## config.mk

```make
export PLATFORM = sky130hd
export DESIGN_NAME = pkmc_wb_wrbuf
export DESIGN_NICKNAME = d
export VERILOG_FILES = /design/src/rtl/pkmc_wb_wrbuf_pkg.sv /design/src/rtl/pkmc_wb_wrbuf_fifo.sv /design/src/rtl/pkmc_wb_wrbuf.sv
export SDC_FILE = /design/constraint.sdc
export NUM_CORES = 1
export LEC_CHECK = 0
export CAP_MARGIN = 20
export CORE_MARGIN = 2
export CORE_UTILIZATION = 58
export DETAILED_ROUTE_END_ITERATION = 6
export PLACE_DENSITY = 0.85
export SLEW_MARGIN = 10
export SYNTH_ARGS = -nofsm -noshare
export SYNTH_HDL_FRONTEND = slang
export SYNTH_SLANG_ARGS = --single-unit
```

## constraint.sdc

```tcl
create_clock -name wb_clk_i -period 9.3 [get_ports wb_clk_i]
set_clock_uncertainty 0.2 [all_clocks]
set_input_delay 1.395 -clock wb_clk_i [delete_from_list [all_inputs] [get_ports wb_clk_i]]
set_output_delay 1.395 -clock wb_clk_i [all_outputs]
set_load 0.005 [all_outputs]
```

## src/rtl/pkmc_wb_wrbuf_pkg.sv

```systemverilog
// Shared widths, FIFO entry layout and master FSM encoding for the PKMC
// posted-write buffer.
package pkmc_wb_wrbuf_pkg;

    localparam int ADDR_I_WIDTH = 32;
    localparam int DAT_I_WIDTH  = 32;
    localparam int SEL_I_WIDTH  = 4;

    // Entry layout: {pad[1:0], addr[31:2], dat[31:0], sel[3:0]}
    localparam int ENTRY_WIDTH  = 68;
    localparam int ENT_SEL_LSB  = 0;
    localparam int ENT_DAT_LSB  = ENT_SEL_LSB + SEL_I_WIDTH;
    localparam int ENT_ADDR_LSB = ENT_DAT_LSB + DAT_I_WIDTH;

    typedef enum logic [1:0] {
        ST_IDLE = 2'd0,
        ST_WR   = 2'd1,
        ST_RD   = 2'd2
    } wb_state_t;

    function automatic logic [ENTRY_WIDTH-1:0] pack_entry(
        input logic [ADDR_I_WIDTH-3:0] addr_word,
        input logic [DAT_I_WIDTH-1:0]  dat,
        input logic [SEL_I_WIDTH-1:0]  sel
    );
        return {2'b00, addr_word, dat, sel};
    endfunction

endpackage

```

## src/rtl/pkmc_wb_wrbuf_fifo.sv

```systemverilog
// Synchronous write-queue FIFO; only the pointers and count are reset, the
// storage array is not.
module pkmc_wrbuf_fifo #(
    parameter int WIDTH      = 68,
    parameter int DEPTH      = 4,
    parameter int DEPTH_LOG2 = 2
) (
    input  logic                  clk,
    input  logic                  rst_n,
    input  logic                  push,
    input  logic                  pop,
    input  logic [WIDTH-1:0]      din,
    output logic [WIDTH-1:0]      dout,
    output logic                  full,
    output logic                  empty,
    output logic [DEPTH_LOG2:0]   count
);

    localparam logic [DEPTH_LOG2-1:0] PTR_ONE  = {{(DEPTH_LOG2-1){1'b0}}, 1'b1};
    localparam logic [DEPTH_LOG2:0]   CNT_ONE  = {{DEPTH_LOG2{1'b0}}, 1'b1};
    localparam logic [DEPTH_LOG2:0]   CNT_FULL = (DEPTH_LOG2+1)'(DEPTH);

    logic [WIDTH-1:0]      r_mem [DEPTH];
    logic [DEPTH_LOG2-1:0] r_wr_ptr;
    logic [DEPTH_LOG2-1:0] r_rd_ptr;
    logic [DEPTH_LOG2:0]   r_count;

    // Pointer and occupancy update; pointers wrap naturally at DEPTH
    always_ff @(posedge clk or negedge rst_n) begin
        if (!rst_n) begin
            r_wr_ptr <= {DEPTH_LOG2{1'b0}};
            r_rd_ptr <= {DEPTH_LOG2{1'b0}};
            r_count  <= {(DEPTH_LOG2+1){1'b0}};
        end else begin
            if (push) begin
                r_wr_ptr <= r_wr_ptr + PTR_ONE;
            end
            if (pop) begin
                r_rd_ptr <= r_rd_ptr + PTR_ONE;
            end
            case ({push, pop})
                2'b10:   r_count <= r_count + CNT_ONE;
                2'b01:   r_count <= r_count - CNT_ONE;
                default: r_count <= r_count;
            endcase
        end
    end

    // Entry storage
    always_ff @(posedge clk) begin
        if (push) begin
            r_mem[r_wr_ptr] <= din;
        end
    end

    assign dout  = r_mem[r_rd_ptr];
    assign count = r_count;
    assign full  = (r_count == CNT_FULL);
    assign empty = (r_count == {(DEPTH_LOG2+1){1'b0}});

endmodule

```

## src/rtl/pkmc_wb_wrbuf.sv

```systemverilog
// Posted-write buffer in front of the PKMC memory controller: writes are acked
// at once and drained in order; reads wait until the queue has emptied.
module pkmc_wb_wrbuf
    import pkmc_wb_wrbuf_pkg::*;
#(
    parameter int DEPTH      = 4,
    parameter int DEPTH_LOG2 = 2
) (
    input  logic        wb_clk_i,
    input  logic        wb_rst_i,
    input  logic [31:0] s_addr_i,
    input  logic [31:0] s_dat_i,
    input  logic [3:0]  s_sel_i,
    input  logic        s_we_i,
    input  logic        s_cyc_i,
    input  logic        s_stb_i,
    output logic [31:0] s_dat_o,
    output logic        s_ack_o,
    output logic        s_err_o,
    output logic        s_rty_o,
    output logic [31:0] m_addr_o,
    output logic [31:0] m_dat_o,
    output logic [3:0]  m_sel_o,
    output logic        m_we_o,
    output logic        m_cyc_o,
    output logic        m_stb_o,
    input  logic [31:0] m_dat_i,
    input  logic        m_ack_i,
    input  logic        m_err_i,
    output logic        wr_err_o,
    input  logic        wr_err_clr_i,
    output logic        fifo_empty_o
);

    wb_state_t              r_state;
    wb_state_t              w_state_nxt;
    logic                   w_load_wr;
    logic                   w_load_rd;
    logic                   w_m_clear;

    logic                   w_s_wr_req;
    logic                   w_s_rd_req;
    logic                   w_m_done;
    logic                   w_fifo_push;
    logic                   w_fifo_pop;
    logic                   w_fifo_full;
    logic                   w_fifo_empty;
    logic [DEPTH_LOG2:0]    w_fifo_count;
    logic [ENTRY_WIDTH-1:0] w_fifo_din;
    logic [ENTRY_WIDTH-1:0] w_fifo_dout;

    logic                   r_ack_q;
    logic                   r_wr_err;
    logic                   r_fifo_empty;
    logic [31:0]            r_m_addr;
    logic [31:0]            r_m_dat;
    logic [3:0]             r_m_sel;
    logic                   r_m_we;
    logic                   r_m_cyc;

    assign w_s_wr_req  = s_cyc_i & s_stb_i & s_we_i;
    assign w_s_rd_req  = s_cyc_i & s_stb_i & ~s_we_i;
    assign w_m_done    = m_ack_i | m_err_i;
    assign w_fifo_pop  = (r_state == ST_WR) & w_m_done;
    // A slot freed by this cycle's pop can be refilled in the same cycle
    assign w_fifo_push = w_s_wr_req & ~r_ack_q & (~w_fifo_full | w_fifo_pop);
    assign w_fifo_din  = pack_entry(s_addr_i[31:2], s_dat_i, s_sel_i);

    pkmc_wrbuf_fifo #(
        .WIDTH      (ENTRY_WIDTH),
        .DEPTH      (DEPTH),
        .DEPTH_LOG2 (DEPTH_LOG2)
    ) u_fifo (
        .clk   (wb_clk_i),
        .rst_n (wb_rst_i),
        .push  (w_fifo_push),
        .pop   (w_fifo_pop),
        .din   (w_fifo_din),
        .dout  (w_fifo_dout),
        .full  (w_fifo_full),
        .empty (w_fifo_empty),
        .count (w_fifo_count)
    );

    // Master FSM state register
    always_ff @(posedge wb_clk_i or negedge wb_rst_i) begin
        if (!wb_rst_i) begin
            r_state <= ST_IDLE;
        end else begin
            r_state <= w_state_nxt;
        end
    end

    // Master FSM next state; queued writes always win over a pending read
    always_comb begin
        w_state_nxt = r_state;
        w_load_wr   = 1'b0;
        w_load_rd   = 1'b0;
        w_m_clear   = 1'b0;
        case (r_state)
            ST_IDLE: begin
                if (!w_fifo_empty) begin
                    w_state_nxt = ST_WR;
                    w_load_wr   = 1'b1;
                end else if (w_s_rd_req) begin
                    w_state_nxt = ST_RD;
                    w_load_rd   = 1'b1;
                end else begin
                    w_state_nxt = ST_IDLE;
                end
            end
            ST_WR, ST_RD: begin
                if (w_m_done) begin
                    w_state_nxt = ST_IDLE;
                    w_m_clear   = 1'b1;
                end else begin
                    w_state_nxt = r_state;
                end
            end
            default: begin
                w_state_nxt = ST_IDLE;
                w_m_clear   = 1'b1;
            end
        endcase
    end

    // Registered master-port signals
    always_ff @(posedge wb_clk_i or negedge wb_rst_i) begin
        if (!wb_rst_i) begin
            r_m_addr <= 32'h0000_0000;
            r_m_dat  <= 32'h0000_0000;
            r_m_sel  <= 4'h0;
            r_m_we   <= 1'b0;
            r_m_cyc  <= 1'b0;
        end else if (w_load_wr) begin
            r_m_addr <= {w_fifo_dout[ENT_ADDR_LSB +: 30], 2'b00};
            r_m_dat  <= w_fifo_dout[ENT_DAT_LSB +: 32];
            r_m_sel  <= w_fifo_dout[ENT_SEL_LSB +: 4];
            r_m_we   <= 1'b1;
            r_m_cyc  <= 1'b1;
        end else if (w_load_rd) begin
            r_m_addr <= {s_addr_i[31:2], 2'b00};
            r_m_dat  <= 32'h0000_0000;
            r_m_sel  <= s_sel_i;
            r_m_we   <= 1'b0;
            r_m_cyc  <= 1'b1;
        end else if (w_m_clear) begin
            r_m_we   <= 1'b0;
            r_m_cyc  <= 1'b0;
        end
    end

    // Write ack pulse, sticky write error and registered empty flag
    always_ff @(posedge wb_clk_i or negedge wb_rst_i) begin
        if (!wb_rst_i) begin
            r_ack_q      <= 1'b0;
            r_wr_err     <= 1'b0;
            r_fifo_empty <= 1'b1;
        end else begin
            r_ack_q      <= w_fifo_push;
            r_fifo_empty <= (w_fifo_count == {(DEPTH_LOG2+1){1'b0}});
            if ((r_state == ST_WR) && m_err_i) begin
                r_wr_err <= 1'b1;
            end else if (wr_err_clr_i) begin
                r_wr_err <= 1'b0;
            end
        end
    end

    // Read responses pass straight through; dropped by an abandoned slave cycle
    assign s_ack_o      = r_ack_q | ((r_state == ST_RD) & m_ack_i & w_s_rd_req);
    assign s_err_o      = (r_state == ST_RD) & m_err_i & w_s_rd_req;
    assign s_dat_o      = m_dat_i;
    assign s_rty_o      = 1'b0;

    assign m_addr_o     = r_m_addr;
    assign m_dat_o      = r_m_dat;
    assign m_sel_o      = r_m_sel;
    assign m_we_o       = r_m_we;
    assign m_cyc_o      = r_m_cyc;
    assign m_stb_o      = r_m_cyc;
    assign wr_err_o     = r_wr_err;
    assign fifo_empty_o = r_fifo_empty;

endmodule

```

==> results.md, run 1 <==
* Row count at 55
* Initial drt markers at about 430
* Vias at 6,905
* Clk pwr share at 0.295
* Clock Path Buffers at 3
* Vias per inst at around 5.7
* Crit end category: output port
* Slew @ Worst Pin at 1.06 ns
* Critical path class: in -> out
* Most frequent cells in the layout: 264 x edfxtp_1, 145 x clkdlybuf4s50_1, 109 x nand2_1, 77 x dfrtp_1, 66 x mux4_2
* Tcrit/Tclk final at 0.486
* Total GRT Usage at 0.221
* Yosys reg bits at ~340
* Netlist cell types at 38
* Global-route wire length before repair at 40,800 um
* CTS Root Cell: clkbuf_16
* Wirelength per Cell at 21.6 um
* Syn Std Cell Area at 13,600 um^2
* 1st-pass router iterations at 5
* Fin Setup TNS at 0 ns
* Hold violation count in the final report at 0
* Fin area at 16,200 um^2
* RSZ-0062 raised after global routing: false
* Core region area at about 23,000 um^2
* Synth area leader: edfxtp_1
* Post-DP HPWL at roughly 15,000 um
* Antenna Nets Post-Route at 0
* CTS Buf Count at 36
* Sw power at 1.43 mW
* Grt ovf at 0
* Synth area leaders: edfxtp_1 58%, dfrtp_1 15%, mux4_2 11%
* Sequential fraction of the synthesis area at 0.732
* Dpl cell area at roughly 15,000 um^2
* Flop-to-flop setup slack at 6.22 ns
* Sw Ratio at 0.286
* Req. time, crit path at 7.71 ns
* End-of-flow core utilization at 0.712
* Syn. warnings at 0
* Comb power frac at 0.278
* I/O Buffers at 146
* Avg Cell Area, Syn at 18.0 um^2
* Share of power burned in registers at 0.427
* Post-layout min period at 4.52 ns
* CTS clk-pin slew, worst paths at roughly 0.060 ns
* Die H at 157 um
* Post-Syn Instances at 752
* Largest net degree at the start of global routing at between 60 and 70
* Post-route DRC at 0
* Normalized max-slew margin at 0.297
* Post-CTS setup buffers at 0
* Share of the synthesized area in the top cell type at 0.585
* Leading cell type in the layout, fill and taps excluded: edfxtp_1
* # IOs at 216
* Status: finished, final reports clean
* Worst endpoint data arrival time at 2.93 ns
* Worst min-delay path class: reg -> reg
* Diodes inserted at 0
* Starting Density at 0.595
* Die Width at 157 um
* Antenna violations before repair at 0
* VDD IR-drop max at 196 uV
* Crit path max fanout at 3
* GPL Wtd Cong at around 0.7
* Internal at 3.57 mW
* Clock Sink Count at 344
* Area Overhead vs Synth at 19.6%
* Clk_lat worst skew at about 0.52 ns
* Pwr/cell area at 308 nW/um^2
* Leakage at 5.98 nW
* CP startpoint kind: input pin
* Number of max-cap violations at 0
* Routed wire length at 26,100 um
* Clock H-tree levels at 2
* Die Area at 24,600 um^2
* Vias in the first global route at 7,436
* Nets@finish at between 900 and 1,000
* Max-slew violation count at 0
* TritonCTS clock tree: yes
* # hold bufs at CTS at 0
* Fmax at 0.221 GHz
* Final setup fails at 0
* Post-CTS sizing at 0
* Share of cells above drive strength 1 at 0.190
## critical path, stage by stage
cell and delay (ns):
clkdlybuf4s50_1 0.50, and3b_1 0.30, and3_1 0.22, clkdlybuf4s50_1 0.51
## flip-flops by register name (all words and copies together) (netlist names)
register,flops
m_sel_o,4
u_fifo.r_mem,264
m_addr_o,30
r_state,2
fifo_empty_o,1
m_dat_o,32
m_we_o,1
u_fifo.count,3
r_ack_q,1
u_fifo.r_rd_ptr,2
u_fifo.r_wr_ptr,2
m_cyc_o,1
wr_err_o,1
## layout make-up
type | instances | area [um^2]
tap | 313 | 392
timing repair buffer | 151 | 1500
clock inverter | 13 | 179
inverter | 10 | 37.5
sequential | 344 | 9940
fill | 1396 | 6570
multi-input combinational | 328 | 3100
clock buffer | 53 | 1070
## power groups by stage
stage          Clock [mW]  Combinational [mW]  Sequential (mW)
2_1_floorplan           0                1.00             2.04
3_3_place_gp            0                1.36             2.15
4_1_cts              1.50                1.42             2.14
6_report             1.47                1.39             2.13
5_1_grt              1.56                1.53             2.17
3_5_place_dp            0                1.41             2.16
## through the flow
stage	setup slack (ns)	total power, mW	hold WS [ns]	cells
2_1_floorplan	5.05	3.04	0.275	754
3_3_place_gp	4.78	3.51	0.283	1146
3_5_place_dp	4.78	3.57	0.283	1146
4_1_cts	4.76	5.06	0.299	1212
5_1_grt	4.72	5.26	0.319	1212
6_report	4.78	5.00	0.297	1212
## cells by family after synthesis
logic type	share of synthesized area
AOI/OAI and AO/OA	0.0315
and+or+nand+nor	0.0506
adders and majority gates	0.00793
muxes	0.135
other	0.000277
xor gates and xnor gates	0.00194
DFF	0.732
buffers and inverters	0.0408
## synth_stat cells, drive strengths merged
| master | instances |
|---|---|
| a211oi | 1 |
| a21o | 1 |
| a21oi | 5 |
| a31o | 1 |
| a31oi | 1 |
| and2 | 5 |
| and3 | 1 |
| and3b | 1 |
| and4b | 1 |
| buf | 70 |
| clkbuf | 2 |
| conb | 1 |
| dfrtp | 79 |
| dfstp | 1 |
| edfxtp | 264 |
| fa | 1 |
| ha | 7 |
| inv | 10 |
| mux2i | 34 |
| mux4 | 66 |
| nand2 | 110 |
| nand3 | 34 |
| nand4b | 1 |
| nor2 | 2 |
| nor2b | 1 |
| nor3 | 2 |
| o211ai | 1 |
| o21a | 1 |
| o21ai | 41 |
| o31a | 1 |
| o31ai | 2 |
| or3 | 1 |
| xnor2 | 3 |
## final timing paths
| kind | startpoint | endpoint | depth (start not counted) |
|---|---|---|---|
| setup / recovery | s_cyc_i | s_err_o | 4 |
| hold / removal | m_dat_o[0] | m_dat_o[0] | 2 |
| setup reg to reg | r_state[1] | u_fifo.r_mem[3][61] | 5 |
| hold reg to reg | m_dat_o[0] | m_dat_o[0] | 2 |
| max in group asynchronous | wb_rst_i | u_fifo.r_rd_ptr[1] | 2 |
| min in group asynchronous | wb_rst_i | m_addr_o[14] | 1 |
## per-layer routing
| metal | share of wire | wire (um) | GRT usage |
|---|---|---|---|
| met1 | 0.41 | 10600 | 0.284 |
| met2 | 0.52 | 13500 | 0.386 |
| met3 | 0.055 | 1430 | 0.0432 |
| met4 | 0.022 | 575 | 0.0712 |
| met5 | 0 | 0 | 0 |
(Power assumes the default switching activity.)
==> inputs of run 2 (changes only) <==
--- a/config.mk
+++ b/config.mk
@@ -7,9 +7,9 @@
 export LEC_CHECK = 0
 export CAP_MARGIN = 20
 export CORE_MARGIN = 2
-export CORE_UTILIZATION = 58
+export CORE_UTILIZATION = 54
 export DETAILED_ROUTE_END_ITERATION = 6
-export PLACE_DENSITY = 0.85
+export PLACE_DENSITY = 0.8
 export SLEW_MARGIN = 10
 export SYNTH_ARGS = -nofsm -noshare
 export SYNTH_HDL_FRONTEND = slang
==> constraint.sdc (replaced) <==
create_clock -name wb_clk_i -period 4.5 [get_ports wb_clk_i]
set_clock_uncertainty 0.2 [all_clocks]
set_input_delay 0.675 -clock wb_clk_i [delete_from_list [all_inputs] [get_ports wb_clk_i]]
set_output_delay 0.675 -clock wb_clk_i [all_outputs]
set_load 0.005 [all_outputs]
==> run 2 against run 1 <==
Effect of this change:
- the flow now finishes with violations (hold timing)
- clock-buffer cell count shrank 6
- die area is 7.2% higher
- first-iteration DRC count increased by 33%
- sequential share of layout area is 0.37 points lower
- register-to-register slack got worse by 4.7 ns
- total power is 110% higher
- critical endpoint unchanged
==> results.md, run 2 (same netlist as run 1, synthesis figures left out) <==
* Status: finished with violations
* Failing checks: hold timing
* Global-route wire length before repair at 41,900 um (+2.6%)
* Die Area at 26,400 um^2 (+7.2%)
* Comb power frac at 0.292 (+0.014)
* # IOs at 216 (unchanged)
* Wirelength per Cell at 21.7 um (+0.64%)
* Clk_lat worst skew at 0.51 ns (about the same)
* Sw power at 2.95 mW (+110%)
* Antenna violations before repair at 1 (+1)
* R2r endpoint: u_fifo.r_mem[3][52]
* Final setup fails at 0 (unchanged)
* Antenna Nets Post-Route at 0 (unchanged)
* Starting Density at 0.554 (-0.0410)
* Req. time, crit path at 3.62 ns (-4.09 ns)
* Die H at 162 um (+3.5%)
* Fmax at 0.322 GHz
* Met2 wire length at 13,500 um (about the same)
* I/O Buffers at 146 (unchanged)
* Clk pwr share at 0.285 (-0.010)
* Clock Path Buffers at 3 (unchanged)
* Die Width at 162 um (+3.5%)
* Largest net degree at the start of global routing at 73 (+7.4%)
* CTS Root Cell: clkbuf_16
* Reg2reg path depth at 6 (+1)
* Clock H-tree levels at 2 (unchanged)
* Number of max-cap violations at 0 (unchanged)
* Max-slew violation count at 0 (unchanged)
* Hold violation count in the final report at 1 (+1)
* VDD IR-drop max at 402 uV (+110%)
* Post-CTS sizing at 0 (unchanged)
* Vias at 6,969 (+0.93%)
* CTS clk-pin slew, worst paths at 0.05 ns (about the same)
* Crit end category: output port
* GPL Wtd Cong at 0.767 (+8.4%)
* Post-route DRC at 0 (unchanged)
* Reg with most FFs: u_fifo.r_mem
* CP startpoint kind: input pin
* CTS Buf Count at 36 (unchanged)
* Worst endpoint data arrival time at 2.23 ns (-0.70 ns)
* Grt ovf at 0 (unchanged)
* Routed wire length at 26,700 um (+2.3%)
* Vias per inst at 5.66 (-0.71%)
* Share of cells above drive strength 1 at 0.201 (+0.0105)
* Tcrit/Tclk final at 0.690
* Critical Path Most Common Cell: clkdlybuf4s50_1
* Core region area at 24,500 um^2 (+7.4%)
* Leakage at 6.03 nW (+0.87%)
* Post-layout min period at 3.10 ns
* Row count at 57 (+3.6%)
* Max reg flops at 264 (unchanged)
* TritonCTS clock tree: yes
* Worst min-delay path class: in -> async
* Met1 wire length at 10,900 um (+3.0%)
* Fin Setup TNS at 0 ns (unchanged)
* Crit path max fanout at 3 (unchanged)
* Total GRT Usage at 0.210 (-0.0115)
* CP peak stage delay at 0.52 ns (about the same)
* Dpl ws at 0.975 ns (-3.80 ns)
* 1st-pass router iterations at 5 (unchanged)
* Internal at 7.32 mW (+110%)
* Crit path capture: s_err_o
* Post-CTS setup buffers at 0 (unchanged)
* Flop-to-flop setup slack at 1.54 ns (-4.68 ns)
* Initial drt markers at 565 (+33%)
* Post-DP HPWL at 15,800 um (+7.1%)
* Clock Sink Count at 344 (unchanged)
* Nets@finish at 997 (+1.0%)
* Slew @ Worst Pin at 0.987 ns (-0.0682 ns)
* Uppermost routed layer: met4
* Critical path class: in -> out
* Area Overhead vs Synth at 20.3%
* DR WL met3 at 1560 um (+9.0%)
* RSZ-0062 raised after global routing: false
* Worst path cell trace: clkdlybuf4s50_1 > and3b_1 > and3_1 > clkdlybuf4s50_1
* R2R Path Start: r_state[1]
* Pwr/cell area at 630 nW/um^2 (+100%)
* Most frequent cells in the layout: 264 x edfxtp_1, 145 x clkdlybuf4s50_1, 109 x nand2_1, 77 x dfrtp_1, 66 x mux4_2
* Crit path launch: s_we_i
* Sw Ratio at 0.287 (+0.00154)
* Share of power burned in registers at 0.423 (-0.004)
* Worst path slowest cell: clkdlybuf4s50_1
* Vias in the first global route at 7,492 (+0.75%)
* Normalized max-slew margin at 0.342 (+0.0455)
* Worst setup margin at 1.40 ns (-3.38 ns)
* Leading cell type in the layout, fill and taps excluded: edfxtp_1
* Hold WS at -0.000718 ns (-0.297 ns)
* # hold bufs at CTS at 0 (unchanged)
## run 2: per-layer routing
metal	track usage	up-vias
met5	0	-
met4	0.0732	0
met3	0.0407	65
met2	0.355	216
met1	0.277	3597
li1	-	3091
## run 2: power by group through the flow
stage | clock (mW) | combinational [mW] | sequential (mW)
after CTS | 2.99 | 2.92 | 4.46
after floorplan | 0 | 2.07 | 4.22
after detailed placement | 0 | 2.89 | 4.51
after global placement | 0 | 2.81 | 4.50
final | 2.93 | 3.00 | 4.34
after global routing | 3.11 | 3.30 | 4.41
## run 2: per-stage QoR
stage           util  area [um^2]  total power [mW]  cells
6_report       0.667        16300              10.3   1232
5_1_grt        0.667        16300              10.8   1232
4_1_cts        0.665        16300              10.4   1230
3_5_place_dp   0.617        15100              7.41   1166
3_3_place_gp   0.617        15100              7.32   1166
2_1_floorplan      -        13600              6.29    754
## run 2: layout make-up
type,instances,area (um^2)
Sequential cell,344,9940
Fill cell,1612,8150
Multi-Input combinational cell,328,3100
Clock inverter,17,158
Inverter,10,37.5
Clock buffer,47,1020
Antenna cell,1,2.50
Timing Repair Buffer,161,1640
Tap cell,324,405
## run 2: worst min-delay path by stage
| stage | from | to | cells after the start |
|---|---|---|---|
| after floorplan | wb_rst_i | m_addr_o[10] | 0 |
| after global placement | m_dat_o[22] | m_dat_o[22] | 2 |
| after detailed placement | m_dat_o[24] | m_dat_o[24] | 2 |
| after CTS | wb_rst_i | m_addr_o[28] | 1 |
| after global routing | wb_rst_i | m_addr_o[15] | 1 |
| final | wb_rst_i | m_addr_o[15] | 1 |
## run 2: worst max-delay path: cells and delay by family
kind,cells,cell delay [ns]
simple gates,2,0.59
buf+inv,2,0.97
==> inputs of run 3 (changes only) <==
--- a/config.mk
+++ b/config.mk
@@ -7,9 +7,9 @@
 export LEC_CHECK = 0
 export CAP_MARGIN = 20
 export CORE_MARGIN = 2
-export CORE_UTILIZATION = 54
+export CORE_UTILIZATION = 48
 export DETAILED_ROUTE_END_ITERATION = 6
-export PLACE_DENSITY = 0.8
+export PLACE_DENSITY = 0.76
 export SLEW_MARGIN = 10
 export SYNTH_ARGS = -nofsm -noshare
 export SYNTH_HDL_FRONTEND = slang
==> constraint.sdc (replaced) <==
create_clock -name wb_clk_i -period 2.75 [get_ports wb_clk_i]
set_clock_uncertainty 0.2 [all_clocks]
set_input_delay 0.4125 -clock wb_clk_i [delete_from_list [all_inputs] [get_ports wb_clk_i]]
set_output_delay 0.4125 -clock wb_clk_i [all_outputs]
set_load 0.005 [all_outputs]
==> run 3 against run 2 <==
Effect of this change:
- utilization decreased by 6.8 points
- global-route usage decreased by 2.1 points
- hold slack improved by 0.28 ns
- critical path type unchanged
- clock-buffer cell count increased by 5
- worst setup slack got worse by 1.1 ns
- register-to-register slack got worse by 1.1 ns
- design area increased by 1.9%
- critical endpoint unchanged
- the run now ends clean
==> results.md, run 3 (same netlist as run 1, synthesis figures left out) <==
* Status: finished, final reports clean
* Slew @ Worst Pin at 0.645 ns (-0.342 ns)
* Comb power frac at 0.312 (+0.020)
* Post-DP HPWL at 17,400 um (+10%)
* 1st-pass router iterations at 4 (-1)
* Initial drt markers at 425 (-25%)
* Nets@finish at 1,022 (+2.5%)
* Critical Path Most Common Cell: clkdlybuf4s50_1
* VDD IR-drop max at 639 uV (+59%)
* Hold WS at 0.277 ns (+0.277 ns)
* Clock Sink Count at 344 (unchanged)
* Fmax at 0.407 GHz
* Leading cell type in the layout, fill and taps excluded: edfxtp_1
* Normalized max-slew margin at 0.570 (+0.228)
* Core region area at 27,800 um^2 (+14%)
* Row count at 61 (+7.0%)
* Critical path class: in -> out
* End-of-flow core utilization at 0.598 (-0.0684)
* Worst setup margin at 0.292 ns (-1.10 ns)
* Reg area at 9940 um^2 (unchanged)
* # IOs at 216 (unchanged)
* Antenna Nets Post-Route at 0 (unchanged)
* Leakage at 6.15 nW (+2.0%)
* Die H at 172 um (+5.9%)
* I/O Buffers at 146 (unchanged)
* Clk pwr share at 0.263 (-0.022)
* Reg2reg path depth at 9 (+3)
* Multi-input combinational cell area at 3100 um^2 (unchanged)
* Hold violation count in the final report at 0 (-1)
* Reg with most FFs: u_fifo.r_mem
* Sw power at 4.84 mW (+64%)
* CP peak stage delay at 0.51 ns (about the same)
* Post-route DRC at 0 (unchanged)
* Vias at 7,005 (+0.52%)
* Final-layout fill cell count at 2,089 (+30%)
* Total GRT Usage at 0.189 (-0.0213)
* Pwr/cell area at 998 nW/um^2 (+58%)
* CTS clk-pin slew, worst paths at 0.06 ns (about the same)
* CTS Buf Count at 36 (unchanged)
* Layout Cells excl Fill at 1,310 (+6.3%)
* # hold bufs at CTS at 1 (+1)
* GPL Wtd Cong at 0.747 (-2.5%)
* Tot Pwr at 16.6 mW (+61%)
* Dpl ws at 0.143 ns (-0.832 ns)
* Req. time, crit path at 2.14 ns (-1.48 ns)
* RSZ-0062 raised after global routing: false
* Clk_lat worst skew at 0.50 ns (about the same)
* Share of cells above drive strength 1 at 0.214 (+0.0129)
* CP startpoint kind: input pin
* Vias per inst at 5.35 (-5.5%)
* Post-CTS setup buffers at 0 (unchanged)
* Max reg flops at 264 (unchanged)
* Die Width at 172 um (+5.9%)
* Dpl cell area at 15,600 um^2 (+3.0%)
* Final setup fails at 0 (unchanged)
* Share of power burned in registers at 0.424 (about the same)
* Largest net degree at the start of global routing at 58 (-21%)
* CTS Root Cell: clkbuf_16
* Fin area at 16,600 um^2 (+1.9%)
* Area Overhead vs Synth at 22.6%
* Number of max-cap violations at 0 (unchanged)
* Fin Setup TNS at 0 ns (unchanged)
* Internal at 11.7 mW (+60%)
* Die Area at 29,600 um^2 (+12%)
* Worst endpoint data arrival time at 1.85 ns (-0.38 ns)
* Cells after DPL at 1,245 (+6.8%)
* Max-slew violation count at 0 (unchanged)
* Grt ovf at 0 (unchanged)
* Global-route wire length before repair at 41,900 um (about the same)
* Vias in the first global route at 7,530 (+0.51%)
* Wirelength per Cell at 20.7 um (-4.7%)
* Post-CTS sizing at 0 (unchanged)
* Clock H-tree levels at 2 (unchanged)
* Crit end category: output port
* Crit path max fanout at 3 (unchanged)
* Diodes inserted at 0 (-1)
* TritonCTS clock tree: yes
* Post-layout min period at 2.46 ns
* Sw Ratio at 0.292 (+0.00442)
* Worst min-delay path class: in -> async
* Starting Density at 0.488 (-0.0662)
* Most frequent cells in the layout: 264 x edfxtp_1, 145 x clkdlybuf4s50_1, 109 x nand2_1, 77 x dfrtp_1, 66 x mux4_2
* Worst path cell trace: clkdlybuf4s50_1 > and3b_1 > and3_1 > clkdlybuf4s50_1
* Tcrit/Tclk final at 0.894
* Routed wire length at 27,100 um (+1.4%)
* Clock Path Buffers at 3 (unchanged)
* Worst path slowest cell: clkdlybuf4s50_1
* Antenna violations before repair at 0 (-1)
==> run 3: critical path: cells and delay by family <==
family	cells	cell delay, ns
AND/OR/NAND/NOR	2	0.44
buffers and inverters	2	1.00
==> run 3: worst paths after layout <==
| kind | slack (ns) | end | startpoint |
|---|---|---|---|
| worst max-delay path | 0.29 | s_err_o | s_stb_i |
| worst min-delay path | 0.28 | m_addr_o[20] | wb_rst_i |
| worst max register to register | 0.40 | u_fifo.count[2] | r_state[1] |
| worst min register to register | 0.30 | m_dat_o[19] | m_dat_o[19] |
| max in group asynchronous | 1.39 | u_fifo.r_rd_ptr[0] | wb_rst_i |
| min in group wb_clk_i | 0.29 | wr_err_o | wr_err_clr_i |
==> run 3: final cells by class <==
| type | count | area share |
|---|---|---|
| clock inverters | 12 | 0.00339 |
| well taps | 378 | 0.0285 |
| multi-input cells | 328 | 0.187 |
| flip-flops and latches | 344 | 0.598 |
| inverters | 10 | 0.00226 |
| clock buffers | 52 | 0.0603 |
| repair buffers | 186 | 0.121 |
==> run 3: power groups by stage <==
| stage | registers, mW | logic, mW | clock network (mW) |
|---|---|---|---|
| finish | 7.04 | 5.18 | 4.36 |
| global route | 7.14 | 5.72 | 4.67 |
| CTS | 7.06 | 5.30 | 4.47 |
| detailed placement | 7.14 | 5.26 | 0 |
| global placement | 7.12 | 5.16 | 0 |
| floorplan | 6.89 | 3.39 | 0 |
==> run 3: metal layers <==
| metal | global-route usage | wire length (um) | part of all wire | vias to the layer above |
|---|---|---|---|---|
| met5 | 0 | 0 | 0 | - |
| met4 | 0.0734 | 932 | 0.034 | 0 |
| met3 | 0.0375 | 1770 | 0.065 | 77 |
| met1 | 0.242 | 11100 | 0.41 | 3564 |
| met2 | 0.319 | 13300 | 0.49 | 219 |
| li1 | - | - | - | 3145 |
